<file path="config.mk">
export PLATFORM = sky130hd
export DESIGN_NAME = wb_arbiter_flat
export DESIGN_NICKNAME = d
export VERILOG_FILES = /design/src/rtl/wb_arbiter_if.sv /design/src/rtl/wb_arbiter.sv /design/src/flat_wrapper.sv
export SDC_FILE = /design/constraint.sdc
export NUM_CORES = 1
export LEC_CHECK = 0
export ABC_AREA = 0
export BUFFER_PORTS_ARGS = -buffer_cell sky130_fd_sc_hd__buf_4
export CORE_MARGIN = 10
export CORE_UTILIZATION = 43
export CTS_CLUSTER_DIAMETER = 150
export DETAILED_ROUTE_END_ITERATION = 10
export MAX_ROUTING_LAYER = met4
export PLACE_DENSITY = 0.74
export SYNTH_ARGS = -nofsm -noshare
export SYNTH_HDL_FRONTEND = slang
export SYNTH_SLANG_ARGS = --single-unit
export TNS_END_PERCENT = 50
</file>
<file path="constraint.sdc">
create_clock -name clk -period 3.77 [get_ports clk]
set_input_delay 0.5655 -clock clk [delete_from_list [all_inputs] [get_ports clk]]
set_output_delay 0.5655 -clock clk [all_outputs]
set_load 0.02 [all_outputs]
</file>
<file path="src/rtl/wb_arbiter_if.sv">
// Writeback arbiter bus: ALU result stream, load handshake and register-file write port.
interface wb_arbiter_if #(
  parameter int XLEN = 64
);
  logic            alu_valid;
  logic [4:0]      alu_rd;
  logic [XLEN-1:0] alu_data;
  logic            mem_valid;
  logic            mem_ready;
  logic [4:0]      mem_rd;
  logic [XLEN-1:0] mem_data;
  logic            wb_en;
  logic [4:0]      wb_addr;
  logic [XLEN-1:0] wb_data;

  // Producer side: the ALU/load units and the register file.
  modport master (
    output alu_valid, alu_rd, alu_data, mem_valid, mem_rd, mem_data,
    input  mem_ready, wb_en, wb_addr, wb_data
  );

  // Arbiter side.
  modport slave (
    input  alu_valid, alu_rd, alu_data, mem_valid, mem_rd, mem_data,
    output mem_ready, wb_en, wb_addr, wb_data
  );
endinterface

</file>
<file path="src/rtl/wb_arbiter.sv">
// Writeback arbiter: fixed-priority ALU stream over a load FIFO, with a per-register pending vector.
// Optional feature: define WB_BYPASS_EN to let a load skip the empty FIFO straight into the output register.
module wb_arbiter #(
  parameter int XLEN  = 64,
  parameter int DEPTH = 4
) (
  input  logic                   clk,
  input  logic                   reset,
  wb_arbiter_if.slave            bus,
  output logic [31:0]            pending,
  output logic [$clog2(DEPTH):0] fifo_count
);
  localparam int AW = $clog2(DEPTH);

  logic [XLEN-1:0] fifo_data [DEPTH];
  logic [4:0]      fifo_rd   [DEPTH];
  logic [AW-1:0]   head, tail;
  logic [AW:0]     count;

  logic alu_sel, accept, pop, push, bypass;

  // Ready depends only on current occupancy: a full FIFO refuses even when it pops this cycle.
  assign bus.mem_ready = (count < (AW+1)'(DEPTH));
  assign fifo_count    = count;

  always_comb begin
    alu_sel = bus.alu_valid && (bus.alu_rd != 5'd0);
    accept  = bus.mem_valid && bus.mem_ready;
    pop     = !alu_sel && (count != '0);
`ifdef WB_BYPASS_EN
    bypass  = accept && (bus.mem_rd != 5'd0) && (count == '0) && !alu_sel;
`else
    bypass  = 1'b0;
`endif
    // x0 loads complete the handshake but are never stored.
    push    = accept && (bus.mem_rd != 5'd0) && !bypass;
  end

  always_ff @(posedge clk or negedge reset) begin
    if (!reset) begin
      head  <= '0;
      tail  <= '0;
      count <= '0;
    end else begin
      if (push) tail <= tail + 1'b1;
      if (pop)  head <= head + 1'b1;
      case ({push, pop})
        2'b10:   count <= count + 1'b1;
        2'b01:   count <= count - 1'b1;
        default: count <= count;
      endcase
    end
  end

  // NOTE: entry storage has no reset; the pointers and count alone decide which entries are live.
  always_ff @(posedge clk) begin
    if (push) begin
      fifo_data[tail] <= bus.mem_data;
      fifo_rd[tail]   <= bus.mem_rd;
    end
  end

  always_ff @(posedge clk or negedge reset) begin
    if (!reset) begin
      bus.wb_en   <= 1'b0;
      bus.wb_addr <= '0;
      bus.wb_data <= '0;
    end else if (alu_sel) begin
      bus.wb_en   <= 1'b1;
      bus.wb_addr <= bus.alu_rd;
      bus.wb_data <= bus.alu_data;
    end else if (pop) begin
      bus.wb_en   <= 1'b1;
      bus.wb_addr <= fifo_rd[head];
      bus.wb_data <= fifo_data[head];
    end else if (bypass) begin
      bus.wb_en   <= 1'b1;
      bus.wb_addr <= bus.mem_rd;
      bus.wb_data <= bus.mem_data;
    end else begin
      bus.wb_en   <= 1'b0;
    end
  end

  // A slot is live when its distance from head (mod DEPTH) is below the occupancy.
  logic [AW-1:0] offs;
  always_comb begin
    // NOTE: defaults first so no path through this block leaves a variable unassigned (no latch).
    pending = '0;
    offs    = '0;
    for (int i = 0; i < DEPTH; i++) begin
      offs = AW'(i) - head;
      if ({1'b0, offs} < count) pending[fifo_rd[i]] = 1'b1;
    end
  end
endmodule

</file>
<file path="src/flat_wrapper.sv">
// flat-port wrapper written by rule: the top's interface ports become plain ports
module wb_arbiter_flat 
#(
  parameter int XLEN  = 64,
  parameter int DEPTH = 4
)
  (clk, reset, pending, fifo_count, bus_alu_valid, bus_alu_rd, bus_alu_data, bus_mem_valid, bus_mem_rd, bus_mem_data, bus_mem_ready, bus_wb_en, bus_wb_addr, bus_wb_data);
  wb_arbiter_if #(.XLEN(XLEN)) bus_i ();
  input  logic clk;
  input  logic reset;
  output logic [31:0] pending;
  output logic [$clog2(DEPTH):0] fifo_count;
  input wire logic [$bits(bus_i.alu_valid)-1:0] bus_alu_valid;
  input wire logic [$bits(bus_i.alu_rd)-1:0] bus_alu_rd;
  input wire logic [$bits(bus_i.alu_data)-1:0] bus_alu_data;
  input wire logic [$bits(bus_i.mem_valid)-1:0] bus_mem_valid;
  input wire logic [$bits(bus_i.mem_rd)-1:0] bus_mem_rd;
  input wire logic [$bits(bus_i.mem_data)-1:0] bus_mem_data;
  output wire logic [$bits(bus_i.mem_ready)-1:0] bus_mem_ready;
  output wire logic [$bits(bus_i.wb_en)-1:0] bus_wb_en;
  output wire logic [$bits(bus_i.wb_addr)-1:0] bus_wb_addr;
  output wire logic [$bits(bus_i.wb_data)-1:0] bus_wb_data;
  assign bus_i.alu_valid = bus_alu_valid;
  assign bus_i.alu_rd = bus_alu_rd;
  assign bus_i.alu_data = bus_alu_data;
  assign bus_i.mem_valid = bus_mem_valid;
  assign bus_i.mem_rd = bus_mem_rd;
  assign bus_i.mem_data = bus_mem_data;
  assign bus_mem_ready = bus_i.mem_ready;
  assign bus_wb_en = bus_i.wb_en;
  assign bus_wb_addr = bus_i.wb_addr;
  assign bus_wb_data = bus_i.wb_data;
  wb_arbiter #(.XLEN(XLEN), .DEPTH(DEPTH)) u_core (.clk(clk), .reset(reset), .bus(bus_i), .pending(pending), .fifo_count(fifo_count));
endmodule
</file>
==> results of run 1 <==
-- worst min path at each step --
stage | slack (ns) | depth (start not counted) | end | startpoint
4_1_cts | 0.17 | 1 | u_core.bus.wb_data[18] | reset
3_5_place_dp | 0.51 | 2 | u_core.bus.wb_addr[3] | u_core.bus.wb_addr[3]
6_report | 0.14 | 1 | u_core.bus.wb_data[15] | reset
2_1_floorplan | 0.27 | 0 | u_core.bus.wb_addr[0] | reset
5_1_grt | 0.17 | 1 | u_core.bus.wb_data[17] | reset
3_3_place_gp | 0.51 | 2 | u_core.bus.wb_addr[3] | u_core.bus.wb_addr[3]
-- worst max-delay path: stages, from the launching register on --
cell and delay (ns):
dfrtp_4 0.62, xnor2_1 0.25, inv_1 0.07, ha_1 0.30, nand2b_1 0.15, o2111ai_1 0.55
o22ai_1 0.17, a221o_1 0.32, buf_4 0.17
-- cell type report --
cell class | instances | area, µm²
antenna | 2 | 5.005
clock buffer | 53 | 1047
clock inverter | 14 | 132.6
fill | 2876 | 15890
inverter | 18 | 67.56
multi-input combinational | 553 | 4415
sequential | 353 | 10220
tap | 455 | 569.3
timing repair buffer | 260 | 2027
-- repair_timing --
| item | in CTS | in global routing |
|---|---|---|
| buffers inserted | 0 | 0 |
| gates resized for setup | 0 | 2 |
| setup endpoints to repair | 0 | 5 |
-- layout by cell type, fill, tap and decap left out, drive strengths merged, types with 3 or more instances in the layout --
master | netlist | final
a2bb2oi | 5 | 5
xnor2 | 5 | 5
a32oi | 4 | 4
inv | 18 | 18
dfrtp | 77 | 77
o2111a | 4 | 4
nor2 | 80 | 80
o22ai | 12 | 12
nor3 | 7 | 7
nand2 | 151 | 151
nor2b | 15 | 15
nor3b | 3 | 3
and2 | 10 | 10
a221o | 11 | 11
a2111oi | 6 | 6
mux4 | 69 | 69
o221ai | 15 | 15
or2 | 3 | 3
o22a | 3 | 3
a22oi | 4 | 4
o21ai | 4 | 4
clkbuf | 25 | 53
clkinv | 0 | 11
a211o | 3 | 3
ha | 9 | 9
edfxtp | 276 | 276
or3 | 5 | 5
nand3 | 6 | 6
a31oi | 67 | 67
buf | 33 | 260
nand2b | 15 | 15
o2111ai | 14 | 14
o2bb2ai | 4 | 4
-- logic make-up (layout without fill, tap and decap cells) --
| family | Yosys count | after routing |
|---|---|---|
| AO/OA/AOI/OAI | 164 | 164 |
| XOR/XNOR | 7 | 7 |
| adder cells (fa/ha/maj) | 10 | 10 |
| buffers and inverters | 76 | 345 |
| flip-flops | 353 | 353 |
| multiplexers | 69 | 69 |
| other | 0 | 2 |
| AND/OR/NAND/NOR | 303 | 303 |
-- registers in the layout (all words and copies together) (netlist names) --
signal              flops
u_core.fifo_rd         20
u_core.tail             2
u_core.bus.wb_data     64
u_core.bus.wb_en        1
u_core.head             2
u_core.bus.wb_addr      5
u_core.fifo_count       3
u_core.fifo_data      256
-- power by group through the flow --
stage / logic (µW) / registers [µW] / clock network (µW)
floorplan: 2790 / 5690 / 0
global placement: 4770 / 5440 / 0
detailed placement: 4800 / 5480 / 0
CTS: 4810 / 5410 / 3600
global route: 5160 / 5490 / 3750
finish: 4750 / 5410 / 3510
-- routing by layer --
metal | vias up | wire length [µm]
met4 | 0 | 835
li1 | 4308 | -
met2 | 360 | 19800
met3 | 61 | 2664
met1 | 4849 | 16500
met5 | - | 0
-- per-stage QoR --
step / util / setup TNS [ns] / total power, µW / hold slack, ns / area [µm²]
finish: 0.5378 / 0 / 13670 / 0.1418 / 18490
global route: 0.5378 / -0.1427 / 14400 / 0.1749 / 18490
CTS: 0.5369 / 0 / 13830 / 0.1725 / 18460
detailed placement: 0.5026 / 0 / 10280 / 0.5125 / 17280
global placement: 0.5026 / 0 / 10210 / 0.5084 / 17280
floorplan: - / 0 / 8481 / 0.2699 / 14920
==> flow_summary.toml, run 1 <==
[pwr]
p_sw_uw = 4644
p_comb_frac = 0.348
p_seq_frac = 0.396
powerDensity_nw_per_um2 = 739.3
worst_ir_drop_vdd_uv = 368.3
p_int_uw = 9023
p_sw_frac = 0.3398
leakage_uw = 0.006794
clockPowerShare = 0.257

[timing]
max_slew_margin = 0.4017
fmax_mhz = 271.3
setup_violations = 0
clock_skew_ns = 0.01644
final_max_slew_viol_count = 0
worst_slew_pin_slew_ns = 0.8975
worst_slack_ns = 0.08364
rsz0062_at_grt = "yes"
finalHoldViolCount = 0
period_minus_slack_ns = 3.686
timing.final.crit_share = 0.9778

[setup_path]
startpoint_type = "flop"
cp-endpoint = "pending[13]"
end_kind = "primary output"
r2r_start = "u_core.head[0]"
rrSetupSlack_ns = 0.96
timing.rr.end = "u_core.bus.wb_data[1]"
cp_max_fo = 21
cp_data_required_time_ns = 3.20
r2r_cells = 5
startpoint = "u_core.head[1]"
criticalPathCategory = "reg2out"
crit_arrival_ns = 3.12

[synthesis]
synth_edf_count = 276
ys_top_cells_by_area = "edfxtp_1, dfrtp_1, mux4_2"
synth.area.mux_share = 0.1042
syn_area_per_cell_um2 = 15.19
synth.cell_area_um2 = 14920
synth_nets = 1134
synth_most_common_cell = "edfxtp_1"
ys_ff_latch = 353
yosys.area_share.simple = 0.08898
synthTopCellsByCount = "edfxtp_1, nand2_1, nor2_1"
synthXorXnorAreaFrac = 0.004109
synth_compound_area_frac = 0.08571
yosysWarnings = 0
yosys.area.top_type = "edfxtp_1"
synth_top_area_share = 0.5555
synth_cells = 982
synth_top_family_by_area = "multiplexers"
seq_area_frac_synth = 0.6847
synth_adder_area_share = 0.008890
synthArstFlopShare = 0.2181
synth_cell_type_count = 56
synth_ff_type = "edfxtp_1"

[grt]
grt_overflow = 0
grt_usage = 0.1896
grt_max_degree = 141
grtUsageMet3 = 0.04013
use_met1 = 0.2431
grtUsageMet2 = 0.3045
top_usage_layer = "met2"
antenna_found_initial = 2
grt_pass1_vias = 10018
grt_pass1_wl_um = 60290

[cts]
cts-root-buf = "clkbuf_16"
hold_buffers = 0
clock_sinks = 353
insertion_delay_ns = 0.51
tritoncts = "yes"
cts_buffers = 37
clkTransAtPathRegs_ns = 0.06
clock_path_buffers = 3
htree_levels = 2

[status]
status = "finished, final reports clean"

[cells_and_area]
layout.nets = 1375
drive_gt1_frac = 0.3205
areaGrowthSynthToFinish_pct = 23.91
final_cells = 1708

[detailed_routing]
wl_per_cell_um = 23.30
vias_per_cell = 5.608
vias = 9578
ant_nets = 0
totalWireLength_um = 39800
remaining_drc_errors = 0
dr.pass1.iters = 5
initialDrtViolationCount = 651

[die]
die_area_um2 = 42550
io_pins = 248
die_w_um = 206.3
fp.dieH_um = 206.3
coreArea_um2 = 34370
num_rows = 68
initial_core_util = 0.4340

[placement]
dpl.cell_count = 1639
gp_congestion = 0.9461
dp_hpwl_um = 26910
numPortBuffers = 247
place_ws_ns = 0.6870

[run]
drv.max_cap_violation_count = 0

[min_path]
hp-class = "in2async"
(Power assumes the default switching activity.)
==> run 2: changes to the inputs <==
CELL_PAD_IN_SITES_DETAIL_PLACEMENT = 1   (was unset)
CELL_PAD_IN_SITES_GLOBAL_PLACEMENT = 1   (was unset)
CORE_ASPECT_RATIO = 1.75   (was unset)
PLACE_DENSITY = 0.84   (was 0.74)
==> run 2 against run 1 <==
  * Combinational power increased by 4.4%
  * Non-clock buffer count grew 6
  * Final cell count up 0.23%
  * Routed wire length rose by 13%
  * Global-route usage is 2.1 points higher
  * Sequential share of layout area increased by 0.48 points
  * Die area increased by 0.69%
  * Register-to-register slack better by 0.22 ns
  * Largest power group unchanged
==> flow_summary.toml, run 2 (synthesized netlist as in run 1, its figures left out) <==
[cts]
clock_sinks = 353
clkTransAtPathRegs_ns = 0.06
clock_path_buffers = 3
cts-root-buf = "clkbuf_16"
insertion_delay_ns = 0.59
tritoncts = "yes"
cts_buffers = 31
htree_levels = 1

[timing]
worst_slack_ns = 0.1491
rsz0062_at_grt = "no"
finalSetupTns_ns = 0
setup_violations = 0
worst_slew_pin_slew_ns = 1.105
finalHoldViolCount = 0
final_max_slew_viol_count = 0
period_minus_slack_ns = 3.621
clock_skew_ns = 0.01996
max_slew_margin = 0.2632
timing.final.crit_share = 0.9604
fmax_mhz = 276.2

[detailed_routing]
wl_per_cell_um = 26.28
remaining_drc_errors = 0
ant_nets = 0
vias = 9703
initialDrtViolationCount = 479
dr.pass1.iters = 5
vias_per_cell = 5.668
totalWireLength_um = 44980

[die]
initial_core_util = 0.4344
die_w_um = 160.8
io_pins = 248
coreArea_um2 = 34350
fp.dieH_um = 266.4
num_rows = 90
die_area_um2 = 42840

[placement]
placed_cell_area_um2 = 17310
gp_congestion = 0.8951
numPortBuffers = 247
dp_hpwl_um = 31740
place_ws_ns = 0.7242

[pwr]
leakage_uw = 0.006753
powerDensity_nw_per_um2 = 732.0
worst_ir_drop_vdd_uv = 460.2
power_uw = 13420

[min_path]
hp-class = "in2reg"
hold_start = "bus_mem_data[35]"
min_to = "u_core.fifo_data[1][35]"
whs_path_depth = 1

[setup_path]
cp_data_required_time_ns = 3.20
r2r_cells = 4
crit_arrival_ns = 3.06
startpoint_type = "flop"
slowest_delay_ns = 0.58
r2r_start = "u_core.fifo_count[2]"
end_kind = "primary output"
timing.rr.end = "u_core.fifo_data[1][23]"
criticalPathCategory = "reg2out"
path_cells = "xnor2_1 > inv_1 > ha_1 > nand2b_1 > o2111ai_1 > o22ai_1 > a221o_1 > buf_4"
cpMaxStageDelayCell = "o2111ai_1"
cp_max_fo = 6
rrSetupSlack_ns = 1.18

[cells_and_area]
final_cell_mix = "edfxtp_1, buf_4, nand2_1, nor2_1, dfrtp_1"
drive_gt1_frac = 0.3269
largest_registers = "u_core.fifo_data: 256 flops, u_core.bus.wb_data: 64 flops, u_core.fifo_rd: 20 flops"
mostFrequentLayoutCell = "edfxtp_1"
top_register = "u_core.fifo_data"
layout.nets = 1375
finalInstanceArea_um2 = 18330
fin_util = 0.5337
fillers = 3311
largest_reg_flops = 256
areaGrowthSynthToFinish_pct = 22.85

[grt]
grt_pass1_wl_um = 67700
grt_pass1_vias = 10806
grt_max_degree = 141
antenna_found_initial = 4
grt_usage = 0.2108
grt_overflow = 0

[status]
status = "finished, final reports clean"

[run]
drv.max_cap_violation_count = 0
[run 2: critical path, delay by kind of cell, from the launching register on]
family / cells / cell delay (ns)
DFF: 1 / 0.50
buffers and inverters: 2 / 0.23
xor gates and xnor gates: 1 / 0.24
AOI/OAI and AO/OA: 3 / 1.04
and+or+nand+nor: 1 / 0.16
adders and majority gates: 1 / 0.29
[run 2: per-stage QoR]
stage               hold WS, ns  cells
floorplan                0.2699    982
global route             0.1462   1712
global placement         0.5104   1649
detailed placement       0.5309   1649
finish                   0.1730   1712
CTS                      0.1405   1708
[run 2: layout make-up]
type                            instances  area, µm²  area share
Clock buffer                           42      887.1     0.04840
Clock inverter                         16      108.9    0.005939
Timing Repair Buffer                  266       2062      0.1125
Multi-Input combinational cell        553       4395      0.2398
Inverter                               18      67.56    0.003686
Sequential cell                       353      10220      0.5577
Tap cell                              460      575.6     0.03140
Antenna cell                            4      10.01   0.0005461
[run 2: layer usage]
metal | vias up | GRT usage | routed length [µm] | share of wire
li1 | 4310 | - | - | -
met1 | 4992 | 0.2178 | 16030 | 0.36
met2 | 306 | 0.3929 | 25180 | 0.56
met3 | 95 | 0.03070 | 1984 | 0.044
met4 | 0 | 0.08290 | 1782 | 0.040
met5 | - | - | 0 | 0
[run 2: worst max path at each step]
stage,start,to,slack (ns),cells past startpoint
finish,u_core.head[1],pending[11],0.15,8
detailed placement,u_core.head[1],pending[30],0.72,9
floorplan,u_core.fifo_count[2],u_core.fifo_data[0][0],0.58,4
CTS,u_core.head[1],pending[30],0.1,9
global route,u_core.head[1],pending[15],0.01,8
global placement,u_core.head[1],pending[30],0.73,9
[run 2: repair_timing]
action                                  4_1_cts  5_1_grt
setup buffers                                 0        0
hold buffers                                  1        0
endpoints found under the setup margin        0        5
resized for setup                             0        2
hold endpoints to repair                      6        0
[run 2: power by group]
group	switching, µW	internal (µW)	total (µW)
sequential	392	4980	5370
clock	1420	1670	3090
combinational	2970	1990	4960
==> run 3: changes to the inputs <==
--- a/config.mk
+++ b/config.mk
@@ -6,5 +6,5 @@
 export NUM_CORES = 1
 export LEC_CHECK = 0
-export ABC_AREA = 0
+export ABC_AREA = 1
 export BUFFER_PORTS_ARGS = -buffer_cell sky130_fd_sc_hd__buf_4
 export CELL_PAD_IN_SITES_DETAIL_PLACEMENT = 1
@@ -16,5 +16,5 @@
 export DETAILED_ROUTE_END_ITERATION = 10
 export MAX_ROUTING_LAYER = met4
-export PLACE_DENSITY = 0.84
+export PLACE_DENSITY = 0.89
 export SYNTH_ARGS = -nofsm -noshare
 export SYNTH_HDL_FRONTEND = slang
==> constraint.sdc (replaced) <==
create_clock -name clk -period 3.77 [get_ports clk]
set_input_delay 0.1885 -clock clk [delete_from_list [all_inputs] [get_ports clk]]
set_output_delay 0.1885 -clock clk [all_outputs]
set_load 0.02 [all_outputs]
==> run 3 against run 2 <==
  * Utilization grew 3.2 points
  * Critical path depth grew 2
  * Synthesized area grew 9.6%
  * Flip-flop and latch count is the same
  * Hold slack lost 0.15 ns
  * Sequential power grew 2%
  * Critical endpoint is now pending[17]
  * Largest cell class unchanged
==> flow_summary.toml, run 3 <==
[status]
status = "finished, final reports clean"

[setup_path]
startpoint = "u_core.head[1]"
worst-path-buf-inv = 2
criticalPathCategory = "reg2out"
cp-endpoint = "pending[17]"
slowest_delay_ns = 0.75
cp_max_fo = 26
crit_path_frequent_cell = "nor2_1"
startpoint_type = "flop"
timing.rr.end = "u_core.bus.wb_data[56]"
crit_cells = 10
cpMaxStageDelayCell = "dfrtp_2"
r2r_start = "u_core.head[0]"
r2r_cells = 8
cp_top_family = "simple AND/OR/NAND/NOR gates"
end_kind = "primary output"
crit_arrival_ns = 3.15
path_cells = "xnor2_1 > ha_1 > inv_1 > nor2_1 > nand2_1 > nand3_1 > nor2_1 > nor2_1 > nand2_1 > buf_4"
rrSetupSlack_ns = 0.95
cp_data_required_time_ns = 3.58

[grt]
grt_pass1_vias = 16917
grt_overflow = 0
grt_pass1_wl_um = 107100
antenna_found_initial = 11
grt_max_degree = 90
grt_usage = 0.3092

[cells_and_area]
largest_registers = "u_core.fifo_data: 256 flops, u_core.bus.wb_data: 64 flops, u_core.fifo_rd: 20 flops"
largest_reg_flops = 256
fin_util = 0.5662
finalInstanceArea_um2 = 21310
final_cell_mix = "nand2_1, nand3_1, edfxtp_1, buf_4, nor2_1"
fillers = 4224
mostFrequentLayoutCell = "nand2_1"
top_register = "u_core.fifo_data"
final_cells = 2681
drive_gt1_frac = 0.1558
areaGrowthSynthToFinish_pct = 30.34
layout.nets = 2315

[synthesis]
syn_area_per_cell_um2 = 9.017
synth_compound_area_frac = 0.001531
synth.area.mux_share = 0
synth.cell_area_um2 = 16350
synth_adder_area_share = 0.008113
seq_area_frac_synth = 0.6248
synthXorXnorAreaFrac = 0.001607
yosys.area.top_type = "edfxtp_1"
ys_top_cells_by_area = "edfxtp_1, nand2_1, dfrtp_1"
synth_cells = 1813
synth_ff_type = "edfxtp_1"
synth_top_area_share = 0.5070
synth_edf_count = 276
synth_nets = 1965
synthArstFlopShare = 0.2181
synth_most_common_cell = "nand2_1"
ys_ff_latch = 353
synth_cell_type_count = 21
synthTopCellsByCount = "nand2_1, nand3_1, edfxtp_1"
synth_top_family_by_area = "simple AND/OR/NAND/NOR gates"
yosysWarnings = 0
yosys.area_share.simple = 0.3225

[timing]
rsz0062_at_grt = "no"
fmax_mhz = 299.4
setup_violations = 0
timing.final.crit_share = 0.8859
finalHoldViolCount = 0
worst_slew_pin_slew_ns = 1.036
period_minus_slack_ns = 3.340
final_max_slew_viol_count = 0
finalSetupTns_ns = 0
clock_skew_ns = 0.03535
max_slew_margin = 0.3040

[placement]
numPortBuffers = 247
gp_congestion = 1.152
dp_hpwl_um = 43040
placed_cell_area_um2 = 18660
dpl.cell_count = 2466

[die]
fp.dieH_um = 277.9
die_area_um2 = 46530
io_pins = 248
coreArea_um2 = 37640
num_rows = 94
initial_core_util = 0.4344
die_w_um = 167.4

[pwr]
power_uw = 15650
worst_ir_drop_vdd_uv = 452.7
leakage_uw = 0.009382
powerDensity_nw_per_um2 = 734.5

[detailed_routing]
totalWireLength_um = 72340
vias_per_cell = 5.712
initialDrtViolationCount = 1229
remaining_drc_errors = 0
vias = 15315
ant_nets = 0
dr.pass1.iters = 5
wl_per_cell_um = 26.98

[cts]
clock_sinks = 353
cts_resized = 0
cts_buffers = 34
insertion_delay_ns = 0.54
cts-root-buf = "clkbuf_16"
htree_levels = 2
postCtsSetupBuffers = 0
clock_path_buffers = 3
clkTransAtPathRegs_ns = 0.06
tritoncts = "yes"

[min_path]
hp-class = "in2reg"
hold_start = "bus_alu_valid"

[run]
drv.max_cap_violation_count = 0
==> run 3: changes by cell type after synthesis, moves of 13 or more <==
cell / before / now
nand2_1: 151 / 780
nand3_1: 6 / 286
nor2_1: 80 / 181
mux4_2: 69 / 0
a31oi_1: 67 / 0
inv_1: 17 / 47
buf_2: 19 / 43
clkbuf_1: 25 / 47
nand4_1: 0 / 22
nand2b_1: 15 / 0
nor2b_1: 15 / 0
o221ai_1: 15 / 0
o2111ai_1: 13 / 0
==> run 3: worst min-delay path by stage <==
stage                             end  slack [ns]  cells past startpoint
2_1_floorplan   u_core.bus.wb_addr[0]       -0.11                      0
3_3_place_gp   u_core.bus.wb_data[33]        0.24                      1
3_5_place_dp   u_core.bus.wb_data[33]        0.25                      1
4_1_cts         u_core.bus.wb_addr[4]        0.01                      3
5_1_grt         u_core.bus.wb_addr[4]        0.04                      3
6_report        u_core.bus.wb_addr[4]        0.02                      3
==> run 3: layer usage <==
metal,global-route usage,part of all wire,vias up
li1,-,-,6677
met1,0.2958,0.33,7606
met2,0.5677,0.55,750
met3,0.03472,0.047,282
met4,0.2089,0.078,0
met5,-,0,-
==> run 3: worst register-to-register path: stages, from the launching register on <==
cell	delay (ns)
dfrtp_4	0.42
buf_4	0.52
buf_4	0.92
nand2_1	0.23
nand2_1	0.14
nand2_1	0.08
nand2_1	0.12
nand3_1	0.15
nand3_1	0.17
==> run 3: final cells by class <==
class | count | area (µm²) | area share
inverters | 55 | 209.0 | 0.009806
multi-input cells | 1304 | 5494 | 0.2578
flip-flops and latches | 353 | 10220 | 0.4796
diodes | 12 | 30.03 | 0.001409
well taps | 480 | 600.6 | 0.02819
repair buffers | 415 | 3543 | 0.1663
clock buffers | 42 | 922.1 | 0.04328
clock inverters | 20 | 289.0 | 0.01356
==> run 3: power breakdown <==
part,internal (µW),switching [µW],total (µW)
clock,2180,1610,3800
combinational,1800,4550,6350
sequential,4980,522,5500
total,8970,6680,15700
==> run 3: metrics by stage <==
step	hold slack (ns)	setup slack, ns
after CTS	0.01373	0.4555
after global placement	0.2367	1.014
after global routing	0.03581	0.2149
after detailed placement	0.2475	1.021
after floorplan	-0.1071	-0.6193
final	0.02117	0.4302
==> run 3: kinds of logic after synthesis <==
kind of cell	after synthesis
and+or+nand+nor	1286
DFF	353
buffers and inverters	156
adders and majority gates	10
AOI/OAI and AO/OA	5
xor gates and xnor gates	3
==> run 3: what timing repair did <==
item / 4_1_cts / 5_1_grt
endpoints found under the hold margin: 385 / 0
setup endpoints to repair: 0 / 0
hold buffers: 141 / 0
